File: src/rtl/match_controller.sv
// Pong match sequencer: idle, serve countdown, rally, point scoring, game over.
// Define WIN_BY_TWO_EN to require a two-point lead (with saturation tie-break).
module match_controller #(
    parameter int WIN_SCORE   = 7,
    parameter int SERVE_DELAY = 60,
    parameter int SCORE_W     = 4
) (
    input  logic               clk,
    input  logic               rst,
    input  logic               frame_tick,
    input  logic               start_btn,
    input  logic               miss_left,
    input  logic               miss_right,
    output logic               play_en,
    output logic               ball_reset,
    output logic               serve_dir,
    output logic [SCORE_W-1:0] score_left,
    output logic [SCORE_W-1:0] score_right,
    output logic               game_end,
    output logic               winner
);

    localparam int CNT_W = $clog2(SERVE_DELAY + 1);
    localparam logic [SCORE_W-1:0] MAX  = '1;
    localparam logic [SCORE_W-1:0] WIN  = SCORE_W'(WIN_SCORE);
    localparam logic [CNT_W-1:0]   LAST = CNT_W'(SERVE_DELAY - 1);

    typedef enum logic [2:0] {IDLE, SERVE, PLAY, POINT, OVER} state_t;

    state_t             state, state_nxt;
    logic [CNT_W-1:0]   cnt, cnt_nxt;
    logic [SCORE_W-1:0] left_nxt, right_nxt;
    logic               play_nxt, breset_nxt, dir_nxt, end_nxt, winner_nxt;
    logic               right_lead, win;

    assign right_lead = score_right > score_left;

`ifdef WIN_BY_TWO_EN
    logic [SCORE_W-1:0] hi, diff;
    assign hi   = right_lead ? score_right : score_left;
    assign diff = right_lead ? score_right - score_left
                             : score_left - score_right;
    // Saturated leader wins outright; equal scores never win.
    assign win  = (score_left != score_right) &&
                  ((hi >= WIN && diff > SCORE_W'(1)) ||
                   score_left == MAX || score_right == MAX);
`else
    assign win = (score_left >= WIN) || (score_right >= WIN);
`endif

    always_ff @(posedge clk or posedge rst) begin
        if (rst) begin
            state       <= IDLE;
            cnt         <= '0;
            play_en     <= 1'b0;
            ball_reset  <= 1'b0;
            serve_dir   <= 1'b1;
            score_left  <= '0;
            score_right <= '0;
            game_end    <= 1'b0;
            winner      <= 1'b0;
        end else begin
            state       <= state_nxt;
            cnt         <= cnt_nxt;
            play_en     <= play_nxt;
            ball_reset  <= breset_nxt;
            serve_dir   <= dir_nxt;
            score_left  <= left_nxt;
            score_right <= right_nxt;
            game_end    <= end_nxt;
            winner      <= winner_nxt;
        end
    end

    always_comb begin
        state_nxt  = state;
        cnt_nxt    = cnt;
        play_nxt   = play_en;
        breset_nxt = 1'b0;
        dir_nxt    = serve_dir;
        left_nxt   = score_left;
        right_nxt  = score_right;
        end_nxt    = game_end;
        winner_nxt = winner;
        unique case (state)
            IDLE: begin
                if (start_btn) begin
                    left_nxt   = '0;
                    right_nxt  = '0;
                    dir_nxt    = 1'b1;
                    cnt_nxt    = '0;
                    breset_nxt = 1'b1;
                    state_nxt  = SERVE;
                end
            end
            SERVE: begin
                if (frame_tick) begin
                    if (cnt == LAST) begin
                        cnt_nxt   = '0;
                        play_nxt  = 1'b1;
                        state_nxt = PLAY;
                    end else begin
                        cnt_nxt = cnt + 1'b1;
                    end
                end
            end
            PLAY: begin
                if (miss_left || miss_right) begin
                    play_nxt  = 1'b0;
                    state_nxt = POINT;
                end
                // A double miss is a replay: no score, direction kept.
                if (miss_left && !miss_right) begin
                    if (score_right != MAX)
                        right_nxt = score_right + 1'b1;
                    dir_nxt = 1'b0;
                end else if (miss_right && !miss_left) begin
                    if (score_left != MAX)
                        left_nxt = score_left + 1'b1;
                    dir_nxt = 1'b1;
                end
            end
            POINT: begin
                if (win) begin
                    end_nxt    = 1'b1;
                    winner_nxt = right_lead;
                    state_nxt  = OVER;
                end else begin
                    breset_nxt = 1'b1;
                    state_nxt  = SERVE;
                end
            end
            OVER: begin
                if (start_btn) begin
                    left_nxt   = '0;
                    right_nxt  = '0;
                    end_nxt    = 1'b0;
                    dir_nxt    = 1'b1;
                    cnt_nxt    = '0;
                    breset_nxt = 1'b1;
                    state_nxt  = SERVE;
                end
            end
            default: state_nxt = IDLE;
        endcase
    end

endmodule

File: config.mk
export PLATFORM = sky130hd
export DESIGN_NAME = match_controller
export DESIGN_NICKNAME = d
export VERILOG_FILES = /design/src/rtl/match_controller.sv
export SDC_FILE = /design/constraint.sdc
export NUM_CORES = 1
export LEC_CHECK = 0
export ABC_AREA = 1
export ABC_CLOCK_PERIOD_IN_PS = 2800
export BUFFER_PORTS_ARGS = -buffer_cell sky130_fd_sc_hd__buf_2
export CAP_MARGIN = 15
export CORE_MARGIN = 5
export CORE_UTILIZATION = 40
export DETAILED_ROUTE_END_ITERATION = 8
export PLACE_DENSITY_LB_ADDON = 0.2
export SYNTH_ARGS = -nofsm -noshare
export SYNTH_HDL_FRONTEND = slang
export SYNTH_SLANG_ARGS = --single-unit
File: constraint.sdc
create_clock -name clk -period 2.8 [get_ports clk]
set_input_delay 0.56 -clock clk [delete_from_list [all_inputs] [get_ports clk]]
set_output_delay 0.56 -clock clk [all_outputs]
set_load 0.01 [all_outputs]
# After elaboration in Yosys (flattened, before gate mapping)
# Cells that the tools add are included.
# word_totals
ff_bits	22
wordCells	86
output_inout_bits	13
input_bits	6
# classes
muxes	32
reduce_logical	20
n_addsub	3
eq_ne	19
magnitude_cmp	3
# op_table
operator	n
two-way mux 4 bit	6
!= test 2 bit (second input constant)	10
two-way mux 6 bit	3
case mux 4 bit (2 select lines)	2
two-way mux 3 bit	5
case mux 3 bit (4 select lines)	1
case mux 6 bit (2 select lines)	1
AND reduction 4 bit	3
two-way mux 1 bit	10
AND reduction 3 bit	3
adder 4 x 1 -> 4 bit (second input constant)	2
>= comparator 4 x 3 -> 1 bit (second input constant)	2
!= test 4 bit (second input constant)	2
case mux 1 bit (2 select lines)	4
nonzero test 2 bit	4
adder 6 x 1 -> 6 bit (second input constant)	1
equality test 3 x 2 -> 1 bit (second input constant)	2
equality test 6 bit (second input constant)	1
AND reduction 5 bit	1
> comparator 4 bit	1
equality test 3 x 1 -> 1 bit (second input constant)	1
equality test 3 bit (second input constant)	1
zero test 3 bit	1
!= test 3 bit (second input constant)	1
6 further kinds	9

# Logic depth before layout (Yosys ltp)
# Gate-level depths: netlist of the first run.
# logic_depth
word_depth	5
depth_mapped	8
mapped_depth_nobuf	8

# Worst setup path after synthesis of the first run
# Ideal clock, no wire load.
# synth_path
path_type	input to register
startpoint	in miss_right
endpoint	reg score_left[2]
path_slack_ns	1.428
setup_ns	0.118
path_buffers	0
arrival_time_ns	1.254
required_time_ns	2.682
path_stages	8
path_cell_list	inv_1 ha_1 inv_1 nand2_1 o21ai_2 nand2_4 nand2_1 o21ai_2
# synth_between
elab_chain_cells	4
elab_cells_between_ends	6
cone_classes	eq/ne (2); reduce/logical (4)
# synth_lines
element	line	source
start, declared	13	input logic miss_right,
zero test 1 bit	113	if (miss_left && !miss_right) begin
logical AND 1 bit	113	
!= test 2 bit (no source line)	-	
AND reduction 5 bit (no source line) (*)	-	
end signal, assigned	68	score_left <= left_nxt;
end, declared	17	output logic [SCORE_W-1:0] score_left,
# Every way passes the cells marked *; elsewhere a longest branch is shown, timed or not.
# A chain may end at the register's enable or synchronous reset.

# Final worst setup path of the first run
# layout_path
startpoint	reg serve_dir
endpoint	out serve_dir
# layout_lines
element	line	source
start, declared	16	output logic serve_dir,
start signal, assigned	67	serve_dir <= dir_nxt;
# No word-level cell between the ends.

==> impl_metrics.toml, run 1 <==
[routing]
drt_wl_total_mm = 2.88
drtIter0Drc = 58
wl_per_cell_um = 11.3
firstDrtPassIters = 4
drc_errors = 0
ant_nets = 0
avgViaCountPerCell = 4.76
vias = 1209

[sta]
slew-limit-headroom_pct = 42.9
period_needed_ns = 1.54
fmax_mhz = 648
period_share_pct = 55.1
finalClockSkew_ns = 0.00421
rsz0062_at_grt = "no"
worst_slew_pin_slew_ns = 0.855
setup_viol = 0
finalSetupTns_ns = 0
hold_slack_ns = 0.398
finalHoldViolations = 0
slew_viol_final = 0

[clocking]
cts_resized = 0
htreeDepth = 1
clk_pin_slew_ns = 0.13
cts_setup_buffers = 0
cts_tree = "built"
cts_root_buf = "clkbuf_4"
cts_buffers = 3
cts.sinks = 22
clk_latency_ns = 0.31
clk_path_buf_depth = 2
ctsHoldBuffers = 0

[grt]
grt_pass1_wl_mm = 5.20
track_usage_pct = 12.9
antenna_found_initial = 0
grt_pass1_vias = 1165
grt_max_degree = 23
gr-total-overflow = 0

[logic_synthesis]
synth_area_um2 = 1410
syn_inst = 186
synthesis.area_per_instance_um2 = 7.59
synth_seq_cells = 22
yosysWarnings = 0
synthesis.nets = 202
ys_types = 21
ys_seq_area_share_pct = 39.1

[finish]
nNetsFinal = 225
n_antenna_cell = 0
final_cell_area_um2 = 1600
final_cells = 254
fill_cells = 356
drive_gt1_share_pct = 20.2
final_common_cell = "nand2_1"
mostFrequentLayoutCells = "nand2_1, inv_1, dfrtp_1"
area_growth_pct = 13.0

[setup_path]
cp.required_ns = 2.24
cp-startpoint = "serve_dir"
worstRegToRegCells = 7
reg2reg_from = "score_right[0]"
worst-path-buf-inv = 1
timing.rr.end = "winner"
slowest_stage = "dfstp_2"
critPathCapture = "serve_dir"
crit_family = "flip-flops"
path_cells = "buf_2"
worstPathArrival_ns = 0.98
cp_slowest_stage_delay_ns = 0.55
cp-start-kind = "flop"
critPathKind = "reg2out"
worst-path-max-fanout = 2
reg2reg_slack_ns = 1.37
crit_cells = 1
crit_path_end_kind = "output pin"

[floorplan]
coreArea_um2 = 3390
io_pins = 19
dieArea_um2 = 4820
die_x_um = 69.4
start_util_pct = 41.6
rows = 21
fp.dieH_um = 69.4

[power]
intPower_uw = 853
ir_drop_uv = 458
power_mw = 1.64
clkPwrFrac_pct = 11.1
comb_power_share_pct = 52.9
sequentialPowerShare_pct = 36.0
netSwitchingFraction_pct = 47.9
p_leak_nw = 0.874
power_density_nw_per_um2 = 1030
netSwitchingPower_uw = 785

[placed_design]
place_area_um2 = 1560
dp_hpwl_mm = 2.21
gp_congestion = 0.777
dp.cells = 250
portBuffers = 18

[hold_path]
hold_class = "in2async"

[run_status]
status = "complete, no violations"

[run]
drv_cap = 0
## power groups by stage
stage	sequential [mW]	combinational, mW	clock, mW
floorplan	0.605	0.621	0
CTS	0.590	0.885	0.191
global route	0.613	1.00	0.207
finish	0.590	0.867	0.181
global placement	0.594	0.858	0
detailed placement	0.593	0.880	0
## cells by family (layout without fill, tap and decap cells)
| logic type | after synthesis | after routing | share of synthesized area (%) |
|---|---|---|---|
| simple gates | 101 | 101 | 34.4 |
| buf+inv | 28 | 50 | 7.45 |
| compound gates | 25 | 25 | 10.2 |
| flops | 22 | 22 | 39.1 |
| fa+ha+maj | 10 | 10 | 8.87 |
## worst register-to-register path: cells and delay by family (launching register included)
kind	cells	cell delay [ns]
AO/OA/AOI/OAI	1	0.24
AND/OR/NAND/NOR	5	0.41
adder cells (fa/ha/maj)	1	0.24
flip-flops	1	0.46
## Yosys cell counts
cell type  number  area [um2]
dfrtp_1        21         526
o211ai_1        1        7.51
o21ai_2         4        35.0
inv_1          26        97.6
nor2_1         13        48.8
nand4_1         6        37.5
o21ai_1         6        30.0
nand2_1        55         206
inv_2           2        7.51
nand2_4         5        56.3
nor2_4          1        11.3
dfstp_2         1        26.3
ha_1           10         125
or2_2           3        18.8
o21ai_0         7        35.0
nand3_2         1        10.0
a21oi_1         6        30.0
nand3_1        14        70.1
nor3_2          2        20.0
nand2_2         1        6.26
o22ai_1         1        6.26
## area by class of cell
cell class	count	area (um2)	area share (%)
clock buffers	4	36.3	2.27
inverters	28	105	6.59
multi-input cells	136	754	47.3
flip-flops and latches	22	552	34.6
repair buffers	18	90.1	5.65
well taps	46	57.6	3.61
## worst min path at each step
stage,slack (ns),from,endpoint
finish,0.40,rst,score_left[1]
global route,0.47,rst,cnt[0]
CTS,0.43,rst,score_right[0]
floorplan,0.48,serve_dir,serve_dir
detailed placement,0.46,winner,winner
global placement,0.46,winner,winner
## registers in the layout (all words and copies together), names as in the netlist
register     count
cnt              6
score_left       4
score_right      4
state            3
ball_reset       1
game_end         1
play_en          1
serve_dir        1
winner           1
## stage by stage
stage                     util [%]  setup WS [ns]
after floorplan                  -           1.43
after global placement        46.0           1.29
after detailed placement      46.0           1.28
after CTS                     47.1           1.24
after global routing          47.1           1.20
final                         47.1           1.26
## metal layers
metal  up-vias  routed length (um)  GRT usage, %
met5         -                   0             0
met4         0                  20          2.60
met3         2                  85          3.19
met2        11                1400          22.7
met1       549                1370          16.0
li1        647                   -             -
Power figures use the tool's default switching activity.
==> run 2: changes to the inputs <==
--- a/config.mk
+++ b/config.mk
@@ -5,8 +5,8 @@
 export SDC_FILE = /design/constraint.sdc
 export NUM_CORES = 1
 export LEC_CHECK = 0
-export ABC_AREA = 1
-export ABC_CLOCK_PERIOD_IN_PS = 2800
+export ABC_AREA = 0
+export ABC_CLOCK_PERIOD_IN_PS = 1500
 export BUFFER_PORTS_ARGS = -buffer_cell sky130_fd_sc_hd__buf_2
 export CAP_MARGIN = 15
 export CORE_MARGIN = 5
==> constraint.sdc (replaced) <==
create_clock -name clk -period 1.5 [get_ports clk]
set_input_delay 0.3 -clock clk [delete_from_list [all_inputs] [get_ports clk]]
set_output_delay 0.3 -clock clk [all_outputs]
set_load 0.01 [all_outputs]
==> run 2 against run 1 <==
Power fell by 16%. Die area fell by 5.9%. Critical endpoint is now score_left[3]. First-iteration DRC count shrank 22%.
==> impl_metrics.toml, run 2 <==
[routing]
drc_errors = 0
wl_per_cell_um = 13.3
ant_nets = 0
drt_wl_total_mm = 3.05
firstDrtPassIters = 4
avgViaCountPerCell = 5.19
vias = 1194
drtIter0Drc = 45

[sta]
rsz0062_at_grt = "yes"
finalHoldViolations = 0
period_needed_ns = 1.50
slew_viol_final = 0
fmax_mhz = 668
finalSetupTns_ns = 0
hold_slack_ns = 0.231
slew-limit-headroom_pct = 82.3
period_share_pct = 99.8
finalClockSkew_ns = 0.00499
setup_viol = 0
worst_slew_pin_slew_ns = 0.265

[grt]
grtUsageMet3_pct = 4.16
busiest_layer = "met2"
grt_pass1_vias = 1192
antenna_found_initial = 0
track_usage_pct = 15.3
use_met1_pct = 20.3
grt_pass1_wl_mm = 5.26
grt_use_met2_pct = 25.0
gr-total-overflow = 0
grt_max_degree = 23

[setup_path]
crit_path_end_kind = "flop"
worstPathArrival_ns = 1.74
reg2reg_from = "state[2]"
worst-path-max-fanout = 5
worstRegToRegCells = 4
critPathKind = "reg2reg"
timing.rr.end = "score_left[3]"
reg2reg_slack_ns = 0.003
cp.required_ns = 1.74
cp-startpoint = "state[2]"
cp-start-kind = "flop"

[logic_synthesis]
synth_top_family_by_area = "simple AND/OR/NAND/NOR gates"
synth-xor-area-share_pct = 0
synthMuxAreaShare_pct = 3.81
synth_top_area_cell = "dfrtp_1"
synth_seq_cells = 22
synth_fa_ha_area_share_pct = 9.52
synthArstFlopShare_pct = 100
synthTopCellsByCount = "dfrtp_1, nand2_1, o21ai_0"
ys_types = 39
yosysWarnings = 0
ys_seq_area_share_pct = 42.0
yosysMostFrequentCell = "dfrtp_1"
syn_inst = 138
netlist.area_leader.share_pct = 40.0
synth_area_leaders = "dfrtp_1, ha_1, o21ai_0, nand2_1, mux2i_1"
synth_compound_area_share_pct = 19.0
synthesis.area_per_instance_um2 = 9.52
synthesis.nets = 154
synth_area_um2 = 1310
synth_edf_count = 0
synth_ff_type = "dfrtp_1"
yosys.area_share.simple_pct = 20.9

[power]
ir_drop_uv = 460
p_leak_nw = 0.879
power_density_nw_per_um2 = 787
power_mw = 1.38

[clocking]
clk_path_buf_depth = 2
cts.sinks = 22
cts_root_buf = "clkbuf_4"
clk_latency_ns = 0.31
cts_buffers = 3
clk_pin_slew_ns = 0.13
cts_tree = "built"
htreeDepth = 1

[floorplan]
io_pins = 19
die_x_um = 67.3
dieArea_um2 = 4530
coreArea_um2 = 3100
fp.dieH_um = 67.3
start_util_pct = 42.3
rows = 20

[finish]
registers.top_by_ff_count = "cnt"
area_growth_pct = 33.0
nNetsFinal = 203
final_common_cell = "buf_4"
fill_cells = 311
drive_gt1_share_pct = 35.5
multiInputGateArea_um2 = 733
post-route-util_pct = 56.3
largest_reg_flops = 6
n_antenna_cell = 0
reg_top3 = "cnt x6, score_left x4, score_right x4"
register_area_um2 = 552
mostFrequentLayoutCells = "buf_4, dfrtp_1, buf_2"

[hold_path]
hold_end = "score_right[3]"
hp-start = "start_btn"
hold_depth = 2
hold_class = "in2reg"

[placed_design]
gp_congestion = 0.781
dp_hpwl_mm = 2.38
portBuffers = 18

[run]
drv_cap = 0

[run_status]
status = "complete, no violations"
==> run 2: cell types whose count changed after synthesis, sizes merged, moves of 5 or more <==
cell / previous run / this run
mux2i: 0 / 5
nor2: 14 / 5
inv: 28 / 9
nand2: 61 / 16
nand2b: 0 / 5
nand3: 15 / 8
==> run 2: how the worst max path moves through the flow <==
stage / to / cells after the start
floorplan: score_left[3] / 5
global placement: state[0] / 5
detailed placement: score_left[3] / 7
CTS: score_left[3] / 4
global route: score_left[3] / 4
finish: score_left[3] / 4
==> run 2: logic make-up after synthesis <==
group / after synthesis
adder cells (fa/ha/maj): 10
AND/OR/NAND/NOR: 50
flip-flops: 22
AO/OA/AOI/OAI: 37
multiplexers: 5
buffers and inverters: 14
==> run 2: cell type report <==
cell class / instances / share of cell area [%]
well taps: 44 / 3.15
multi-input cells: 102 / 41.9
inverters: 9 / 1.93
flip-flops and latches: 22 / 31.6
repair buffers: 49 / 19.3
clock buffers: 4 / 2.08
==> run 2: routing by layer <==
| metal | share of wire, % | routed length (um) | vias up |
|---|---|---|---|
| li1 | - | - | 596 |
| met1 | 49 | 1500 | 573 |
| met2 | 46 | 1390 | 23 |
| met3 | 4.6 | 139 | 2 |
| met4 | 0.62 | 19 | 0 |
| met5 | 0 | 0 | - |
==> run 2: through the flow <==
stage / cells / area, um2 / setup WS (ns)
final: 230 / 1750 / 0.00269
after global routing: 230 / 1750 / -0.0662
after CTS: 229 / 1720 / -0.0168
after detailed placement: 222 / 1650 / -0.0749
after global placement: 222 / 1650 / -0.0155
after floorplan: 138 / 1320 / -0.0364
==> run 2: what timing repair did <==
item / 4_1_cts / 5_1_grt
cloned: 0 / 0
setup endpoints to repair: 2 / 11
hold buffers: 1 / 0
resized for setup: 4 / 7
buffers inserted: 2 / 1
pin swaps: 2 / 0
hold endpoints to repair: 21 / 0
==> run 2: worst max-delay path: stages (launching register included) <==
cell and delay, ns:
dfrtp_1 0.41, or3b_4 0.44, a311oi_4 0.25, nand4_1 0.14
mux2i_1 0.19
==> run 2: power breakdown <==
| group | internal (mW) | switching, mW |
|---|---|---|
| clock | 0.148 | 0.186 |
| sequential | 0.651 | 0.0349 |
| combinational | 0.187 | 0.168 |
==> run 3: changes to the inputs <==
--- a/config.mk
+++ b/config.mk
@@ -13,6 +13,7 @@
 export CORE_UTILIZATION = 40
 export DETAILED_ROUTE_END_ITERATION = 8
 export PLACE_DENSITY_LB_ADDON = 0.2
+export RECOVER_POWER = 50
 export SYNTH_ARGS = -nofsm -noshare
 export SYNTH_HDL_FRONTEND = slang
 export SYNTH_SLANG_ARGS = --single-unit
==> run 3 against run 2 <==
Sequential share of layout area grew 0.34 points. First-iteration DRC count grew 11%. Cell count is the same. Hold slack is essentially flat. Combinational power shrank 1%. Flip-flop and latch count is the same. Count of clock-buffer cells in the layout is the same. Critical path depth is the same. Maximum frequency is essentially flat. Critical endpoint unchanged. Power shrank 0.40%. Register-to-register slack is essentially flat. Global-route usage is the same.
==> impl_metrics.toml, run 3 (same netlist as run 2, synthesis figures left out) <==
[run_status]
status = "complete, no violations"

[finish]
post-route-util_pct = 55.7
area_growth_pct = 31.6
largest_reg_flops = 6
registers.top_by_ff_count = "cnt"
fill_cells = 315
nNetsFinal = 203
n_antenna_cell = 0
reg_top3 = "cnt x6, score_left x4, score_right x4"
drive_gt1_share_pct = 33.9
final_common_cell = "buf_4"
mostFrequentLayoutCells = "buf_4, dfrtp_1, nand2_1"

[floorplan]
start_util_pct = 42.3
io_pins = 19
fp.dieH_um = 67.3
rows = 20
coreArea_um2 = 3100
dieArea_um2 = 4530
die_x_um = 67.3

[grt]
grt_pass1_wl_mm = 5.26
track_usage_pct = 15.3
antenna_found_initial = 0
grt_max_degree = 23
grt_pass1_vias = 1192
gr-total-overflow = 0

[routing]
drtIter0Drc = 50
wl_per_cell_um = 13.3
drt_wl_total_mm = 3.06
avgViaCountPerCell = 5.19
firstDrtPassIters = 4
drc_errors = 0
ant_nets = 0
vias = 1193

[sta]
finalSetupTns_ns = 0
period_share_pct = 99.8
rsz0062_at_grt = "yes"
slew-limit-headroom_pct = 62.8
fmax_mhz = 668
setup_viol = 0
finalClockSkew_ns = 0.00500
finalHoldViolations = 0
period_needed_ns = 1.50
worst_slew_pin_slew_ns = 0.559
slew_viol_final = 0

[power]
ir_drop_uv = 460
netSwitchingFraction_pct = 28.4
power_mw = 1.37
sequentialPowerShare_pct = 50.1
p_leak_nw = 0.864
clkPwrFrac_pct = 24.4
intPower_uw = 982
netSwitchingPower_uw = 389
comb_power_share_pct = 25.5
power_density_nw_per_um2 = 792

[clocking]
clk_path_buf_depth = 2
clk_pin_slew_ns = 0.13
cts_buffers = 3
cts.sinks = 22
htreeDepth = 1
cts_tree = "built"
clk_latency_ns = 0.31
cts_root_buf = "clkbuf_4"

[setup_path]
slowest_stage = "or3b_4"
crit_path_end_kind = "flop"
critPathKind = "reg2reg"
cp.required_ns = 1.74
cp-start-kind = "flop"
worstPathArrival_ns = 1.74
path_cells = "or3b_4 -> a311oi_4 -> nand4_1 -> mux2i_1"
cp_slowest_stage_delay_ns = 0.44
worst-path-max-fanout = 5

[run]
drv_cap = 0

[placed_design]
portBuffers = 18
gp_congestion = 0.781
dp_hpwl_mm = 2.38

[hold_path]
hold_class = "in2reg"
-- run 3: changes by cell type in the layout (fill, tap and decap cells not counted), sizes merged --
| cell | before | now |
|---|---|---|
| clkbuf | 4 | 8 |
| buf | 48 | 44 |
-- run 3: worst max-delay path: cells and delay by family, from the launching register on --
family	cells	cell delay [ns]
muxes	1	0.19
and+or+nand+nor	2	0.58
AOI/OAI and AO/OA	1	0.25
DFF	1	0.41
-- run 3: timing repair --
item	CTS	global route
gates resized for setup	4	7
endpoints found under the hold margin	21	0
buffers inserted	2	1
pin swaps	2	0
hold buffers	1	0
endpoints found under the setup margin	2	11
-- run 3: final timing paths --
kind,endpoint,depth (start not counted),slack (ns),start
setup reg to reg,score_left[3],4,0.003,state[2]
hold / removal,score_right[3],2,0.23,start_btn
max in group asynchronous,cnt[4],4,0.48,rst
min in group asynchronous,cnt[1],4,0.64,rst
hold reg to reg,game_end,2,0.51,game_end
setup / recovery,score_left[3],4,0.003,state[2]
-- run 3: metrics by stage --
stage / instances / worst slack, ns / hold WS [ns] / area, um2
after floorplan: 138 / -0.0364 / 0.288 / 1320
after global placement: 222 / -0.0155 / 0.330 / 1650
after detailed placement: 222 / -0.0749 / 0.328 / 1650
after CTS: 229 / -0.0168 / 0.209 / 1720
after global routing: 230 / -0.0662 / 0.211 / 1730
final: 230 / 0.00269 / 0.231 / 1730
-- run 3: layout make-up --
cell class	instances	area (um2)	area share [%]
Multi-Input combinational cell	102	733	42.4
Sequential cell	22	552	31.9
Timing Repair Buffer	49	319	18.5
Tap cell	44	55.1	3.18
Clock buffer	4	36.3	2.10
Inverter	9	33.8	1.95
-- run 3: routing by layer --
metal  GRT usage (%)  share of wire (%)  wire length [um]  vias up
li1                -                  -                 -      595
met4            3.04               0.62                19        0
met5               0                  0                 0        -
met1            20.3                 49              1510      573
met3            4.16                4.6               141        2
met2            25.0                 46              1390       23
-- run 3: power by group through the flow --
stage / clock network (mW) / logic [mW] / registers [mW]
6_report: 0.335 / 0.350 / 0.686
5_1_grt: 0.378 / 0.393 / 0.693
4_1_cts: 0.344 / 0.327 / 0.686
3_5_place_dp: 0 / 0.301 / 0.700
3_3_place_gp: 0 / 0.289 / 0.698
2_1_floorplan: 0 / 0.150 / 0.710
